<file path="config.mk">
export PLATFORM = sky130hd
export DESIGN_NAME = i2c_tx_fifo
export DESIGN_NICKNAME = d
export VERILOG_FILES = /design/src/rtl/i2c_tx_fifo.sv
export SDC_FILE = /design/constraint.sdc
export NUM_CORES = 1
export LEC_CHECK = 0
export CAP_MARGIN = 20
export CORE_AREA = 2 2 105 148
export CTS_BUF_LIST = sky130_fd_sc_hd__clkbuf_4 sky130_fd_sc_hd__clkbuf_8
export DETAILED_ROUTE_END_ITERATION = 10
export DIE_AREA = 0 0 107 150
export GPL_ROUTABILITY_DRIVEN = 0
export HOLD_SLACK_MARGIN = 0.03
export PLACE_DENSITY = 0.75
export SLEW_MARGIN = 5
export SYNTH_ARGS = -nofsm -noshare
export SYNTH_HDL_FRONTEND = slang
export SYNTH_SLANG_ARGS = --single-unit
export TNS_END_PERCENT = 30
</file>
<file path="constraint.sdc">
create_clock -name clk -period 3.3 [get_ports clk]
set_input_delay 0.66 -clock clk [delete_from_list [all_inputs] [get_ports clk]]
set_output_delay 0.66 -clock clk [all_outputs]
set_load 0.02 [all_outputs]
</file>
<file path="src/rtl/i2c_tx_fifo.sv">
// Transmit command FIFO for the I2C master (first-word-fall-through).
// Each entry: bit 9 STOP, bit 8 START/repeated-START, bits 7:0 payload.
// Ports:
//   clk, rstn         clock, asynchronous active-low reset
//   soft_rst          synchronous flush; overrides wr_en/rd_en/clr_err
//   wr_en, din        write strobe and command word
//   rd_en             pop strobe from the byte engine
//   dout              head entry, valid when empty=0 (0 when empty)
//   empty, full, occ  occupancy status (registered)
//   half_empty        occ <= DEPTH/2 (registered)
//   overflow          sticky: write attempted while full without a pop
//   underflow         sticky: pop attempted while empty
//   clr_err           clears both sticky flags (a new error the same cycle wins)
module i2c_tx_fifo #(
  parameter int unsigned DW    = 10,
  parameter int unsigned DEPTH = 16,
  parameter int unsigned AW    = 4
) (
  input  logic          clk,
  input  logic          rstn,
  input  logic          soft_rst,
  input  logic          wr_en,
  input  logic [DW-1:0] din,
  input  logic          rd_en,
  output logic [DW-1:0] dout,
  output logic          empty,
  output logic          full,
  output logic [AW:0]   occ,
  output logic          half_empty,
  output logic          overflow,
  output logic          underflow,
  input  logic          clr_err
);

  localparam logic [AW:0] OCC_FULL = (AW+1)'(DEPTH);
  localparam logic [AW:0] OCC_HALF = (AW+1)'(DEPTH / 2);

  logic [DW-1:0] mem_q [DEPTH];

  logic [AW-1:0] wptr_q, wptr_d;
  logic [AW-1:0] rptr_q, rptr_d;
  logic [AW:0]   occ_q, occ_d;
  logic          empty_q, empty_d;
  logic          full_q, full_d;
  logic          half_empty_q, half_empty_d;
  logic          overflow_q, overflow_d;
  logic          underflow_q, underflow_d;
  logic          wr_acc, rd_acc;

  // Accept strobes; a pop frees a slot, so a full FIFO still takes a write
  // alongside a pop.
  always_comb begin
    rd_acc = rd_en & ~empty_q & ~soft_rst;
    wr_acc = wr_en & (~full_q | rd_acc) & ~soft_rst;
  end

  // Next-state for pointers, occupancy, status and sticky errors.
  always_comb begin
    wptr_d       = wptr_q;
    rptr_d       = rptr_q;
    occ_d        = occ_q;
    overflow_d   = overflow_q;
    underflow_d  = underflow_q;

    if (soft_rst) begin
      wptr_d      = '0;
      rptr_d      = '0;
      occ_d       = '0;
      overflow_d  = 1'b0;
      underflow_d = 1'b0;
    end else begin
      if (wr_acc) wptr_d = wptr_q + AW'(1);
      if (rd_acc) rptr_d = rptr_q + AW'(1);
      occ_d = occ_q + (AW+1)'(wr_acc) - (AW+1)'(rd_acc);
      // Set has priority over clear.
      overflow_d  = (overflow_q  & ~clr_err) | (wr_en & full_q & ~rd_acc);
      underflow_d = (underflow_q & ~clr_err) | (rd_en & empty_q);
    end

    empty_d      = (occ_d == '0);
    full_d       = (occ_d == OCC_FULL);
    half_empty_d = (occ_d <= OCC_HALF);
  end

  // State registers.
  always_ff @(posedge clk or negedge rstn) begin
    if (!rstn) begin
      wptr_q       <= '0;
      rptr_q       <= '0;
      occ_q        <= '0;
      empty_q      <= 1'b1;
      full_q       <= 1'b0;
      half_empty_q <= 1'b1;
      overflow_q   <= 1'b0;
      underflow_q  <= 1'b0;
    end else begin
      wptr_q       <= wptr_d;
      rptr_q       <= rptr_d;
      occ_q        <= occ_d;
      empty_q      <= empty_d;
      full_q       <= full_d;
      half_empty_q <= half_empty_d;
      overflow_q   <= overflow_d;
      underflow_q  <= underflow_d;
    end
  end

  // Storage array; contents need no reset since dout is gated by occupancy.
  always_ff @(posedge clk) begin
    if (wr_acc) mem_q[wptr_q] <= din;
  end

  // FWFT head: combinational from registered state only.
  always_comb begin
    dout       = (occ_q != '0) ? mem_q[rptr_q] : '0;
    empty      = empty_q;
    full       = full_q;
    occ        = occ_q;
    half_empty = half_empty_q;
    overflow   = overflow_q;
    underflow  = underflow_q;
  end

endmodule
</file>
==> qor_table.md, run 1 <==
| Quantity | Value | Unit |
|:---|:---|:---|
| Main area contributors after synthesis | sky130_fd_sc_hd__edfxtp_1 66%, sky130_fd_sc_hd__mux4_2 9.6%, sky130_fd_sc_hd__dfrtp_1 5.5% | - |
| VDD IR max | 0.434 | mV |
| Final hold vios | 0 | - |
| Worst path required time | 2640 | ps |
| Switching part of the total | 0.303 | - |
| Maximum level of the CTS H-tree | 4 | - |
| Clock tree from TritonCTS | done | - |
| Setup WS pre-CTS | -242 | ps |
| Post-CTS setup repair buffer count | 0 | - |
| Type of origin of the critical path | register | - |
| Fraction of synthesized cell area taken by the top area cell type | 0.660 | - |
| Max-cap violations | 0 | - |
| Cell breakdown of the critical path | inv_1, ha_1, or4b_4, buf_4, and2_4, a22oi_1, o211ai_1, clkdlybuf4s15_1 | - |
| Number of design-rule violations left by the first detailed-router iteration | 325 | - |
| Total DRC errors in the routed layout | 0 | - |
| Final worst path period share | 0.963 | - |
| Ratio of cells with drive above 1 in the final layout | 0.233 | - |
| Critical path class | reg -> out | - |
| Met1 track demand over resource in global routing | 0.221 | - |
| Clock network fraction of design power | 0.255 | - |
| Final core occ | 0.567 | - |
| PortBufs | 35 | - |
| FF+latch count, synth | 178 | - |
| Clock transition at the registers of the reported paths | 100 | ps |
| Max Slew Vio Count | 0 | - |
| Hold Path Class | reg -> reg | - |
| Global routing usage on met2 | 0.342 | - |
| HPWL Detailed | 10000 | um |
| Pin count of the biggest net entering global routing | 24 | - |
| Top fanout value on the critical path | 19 | - |
| Unique masters post-synth | 41 | - |
| Chip height | 150 | um |
| Number of top-level pins | 36 | - |
| Die area | 16100 | sq um |
| Latest clock arrival within the worst-skew pair | 450 | ps |
| Antenna violations before repair | 0 | - |
| Async set-or-reset flop fraction in the synthesized netlist | 0.101 | - |
| Final critical-path setup slack | 121 | ps |
| Commonest cells in the netlist | 160 x sky130_fd_sc_hd__edfxtp_1, 31 x sky130_fd_sc_hd__mux4_2, 25 x sky130_fd_sc_hd__nor2_1 | - |
| Dominant cell by count in the synthesized netlist | sky130_fd_sc_hd__edfxtp_1 | - |
| Arrival @ worst endpoint | 2520 | ps |
| Power share of the combinational group | 0.260 | - |
| Number of enable-type register cells in the synthesized netlist | 160 | - |
| Highest-delay cell along the critical path | sky130_fd_sc_hd__or4b_4 | - |
| Sequential element share of the synthesized area | 0.722 | - |
| WL final | 14300 | um |
| Headroom to the max-slew limit | 0.452 | - |
| Net count after synthesis | 432 | - |
| Remaining global-route overflow | 0 | - |
| Setup repair after global routing missed its margin | yes | - |
| Average footprint of a synthesized cell | 18.0 | sq um |
| Area of the core region | 14800 | sq um |
| Total routing usage reported by global routing | 0.191 | - |
| Worst setup skew after layout | 12.2 | ps |
| Reg power frac | 0.485 | - |
| Number of iterations in the first detailed-routing pass | 4 | - |
| Maximum buffer depth of the clock tree | 2 | - |
| Row count | 53 | - |
| WL per Instance | 21.1 | um |
| Minimum period implied by the final worst setup slack | 3180 | ps |
| Initial standard-cell utilization of the core | 0.492 | - |
| Global routing usage on met3 | 0.0527 | - |
| Sink count of the clock tree | 178 | - |
| Number of buffers created by CTS | 17 | - |
| Net count, final | 500 | - |
| Areal power density over the cells | 645 | nW/um^2 |
| Global-route wire length before repair | 22200 | um |
| Post-synthesis instance area | 7280 | sq um |
| Outcome | completed | - |
| Most crowded layer after global routing | met2 | - |
| Most area-hungry cell type in the Yosys netlist | sky130_fd_sc_hd__edfxtp_1 | - |
| Total number of yosys warnings | 0 | - |
| Width of the die | 107 | um |
| Clock root cell | sky130_fd_sc_hd__clkbuf_8 | - |
| Power dissipated by switching net loads | 0.00164 | W |
| Synthesis-to-layout area growth | 15.1 | % |
| P_int | 0.00377 | W |
| Leakage power | 2.80 | nW |
| Inserted Diodes | 0 | - |
| Post-DRT Antenna Nets | 0 | - |
| Final hold slack | 527 | ps |
| Achievable clock frequency | 315 | MHz |
| Total of endpoints with negative setup slack in the final report | 0 | - |
| Detail-routed via count per cell | 5.70 | - |
| Number of global-route vias before repair | 4006 | - |
| Via total after detailed routing | 3860 | - |
| Largest incremental delay on the critical path | 470 | ps |
| Cells after synthesis | 404 | - |
| Top flip-flop cell by instance count after synthesis | sky130_fd_sc_hd__edfxtp_1 | - |
| Crit end category | primary output | - |
| Transition time at the pin with the least slew margin | 820 | ps |
[placed cells by master, fill, tap and decap left out, types with 2 or more instances in the layout]
master,instances
sky130_fd_sc_hd__buf_12,2
sky130_fd_sc_hd__clkbuf_2,5
sky130_fd_sc_hd__dfrtp_1,15
sky130_fd_sc_hd__dfstp_2,2
sky130_fd_sc_hd__a21oi_1,4
sky130_fd_sc_hd__inv_6,5
sky130_fd_sc_hd__mux4_2,31
sky130_fd_sc_hd__o21ai_0,3
sky130_fd_sc_hd__nor2_1,25
sky130_fd_sc_hd__nand3_1,12
sky130_fd_sc_hd__mux2i_1,19
sky130_fd_sc_hd__ha_1,11
sky130_fd_sc_hd__a32oi_1,2
sky130_fd_sc_hd__a22oi_1,18
sky130_fd_sc_hd__nor2b_1,3
sky130_fd_sc_hd__clkdlybuf4s50_1,25
sky130_fd_sc_hd__mux2_2,3
sky130_fd_sc_hd__inv_8,4
sky130_fd_sc_hd__inv_1,14
sky130_fd_sc_hd__xnor2_1,3
sky130_fd_sc_hd__dlygate4sd2_1,2
sky130_fd_sc_hd__clkbuf_8,17
sky130_fd_sc_hd__o211ai_1,10
sky130_fd_sc_hd__o21a_1,2
sky130_fd_sc_hd__nor3_1,5
sky130_fd_sc_hd__edfxtp_1,160
sky130_fd_sc_hd__nand2_1,15
sky130_fd_sc_hd__clkdlybuf4s15_1,3
sky130_fd_sc_hd__buf_4,33
sky130_fd_sc_hd__nand2b_1,4
sky130_fd_sc_hd__xor2_1,5
sky130_fd_sc_hd__clkinvlp_4,2
sky130_fd_sc_hd__clkinv_4,2
sky130_fd_sc_hd__or3_1,2
[metal layers]
metal / share of wire / vias to the layer above
li1: - / 1733
met1: 0.37 / 1994
met2: 0.55 / 119
met3: 0.062 / 14
met4: 0.016 / 0
met5: 0 / -
[critical path: cells and delay by family (launching register included)]
kind	cells	cell delay, ps
simple gates	2	690
buf+inv	3	530
flops	1	390
compound gates	2	310
fa+ha+maj	1	140
[sequential cells by signal, indices dropped and copies added (netlist names)]
signal	count
mem_q	160
occ	5
rptr_q	4
wptr_q	4
empty	1
full	1
half_empty	1
overflow	1
underflow	1
[area by class of cell]
cell class,instances,area [sq um]
clock inverter,15,141
inverter,14,52.6
sequential,178,5260
clock buffer,17,234
fill,1109,6400
timing repair buffer,70,611
multi-input combinational,191,1840
tap,192,240
[metrics by stage]
stage | setup TNS [ps] | power, W | instances | instance area (sq um)
2_1_floorplan | 0 | 0.00358 | 404 | 7280
3_3_place_gp | -125 | 0.00409 | 645 | 8020
3_5_place_dp | -504 | 0.00413 | 645 | 8020
4_1_cts | 0 | 0.00545 | 677 | 8390
5_1_grt | -13.7 | 0.00564 | 677 | 8380
6_report | 0 | 0.00541 | 677 | 8380
[cell families after synthesis]
logic type	count (synthesis)	share of synthesized area
AO/OA/AOI/OAI	46	0.0460
XOR/XNOR	8	0.00962
adder cells (fa/ha/maj)	12	0.0216
buffers and inverters	35	0.0268
flip-flops	178	0.722
multiplexers	53	0.127
AND/OR/NAND/NOR	72	0.0472
[power by group through the flow]
stage	registers [W]	logic (W)	clock network, W
2_1_floorplan	0.00268	0.000904	0
3_3_place_gp	0.00267	0.00142	0
3_5_place_dp	0.00267	0.00146	0
4_1_cts	0.00262	0.00142	0.00140
5_1_grt	0.00264	0.00151	0.00149
6_report	0.00262	0.00141	0.00138
[final timing paths]
check | from | to | slack [ps] | cells after the start
worst max-delay path | occ[3] | dout[2] | 120 | 8
worst min-delay path | overflow | overflow | 530 | 2
worst max register to register | empty | full | 460 | 12
worst min register to register | overflow | overflow | 530 | 2
max in group asynchronous | rstn | rptr_q[0] | 2020 | 1
min in group asynchronous | rstn | occ[2] | 680 | 1
[repair_timing]
action	CTS	global route
hold buffers	0	0
gates resized for setup	13	15
setup endpoints to repair	10	10
(Power assumes the default switching activity.)
==> run 2: changes to the inputs <==
--- a/config.mk
+++ b/config.mk
@@ -5,6 +5,7 @@
 export SDC_FILE = /design/constraint.sdc
 export NUM_CORES = 1
 export LEC_CHECK = 0
+export ABC_CLOCK_PERIOD_IN_PS = 3300
 export CAP_MARGIN = 20
 export CORE_AREA = 2 2 105 148
 export CTS_BUF_LIST = sky130_fd_sc_hd__clkbuf_4 sky130_fd_sc_hd__clkbuf_8
==> results of run 2 <==
Same layout as run 1: the final DEF is identical, and so are final timing and power.
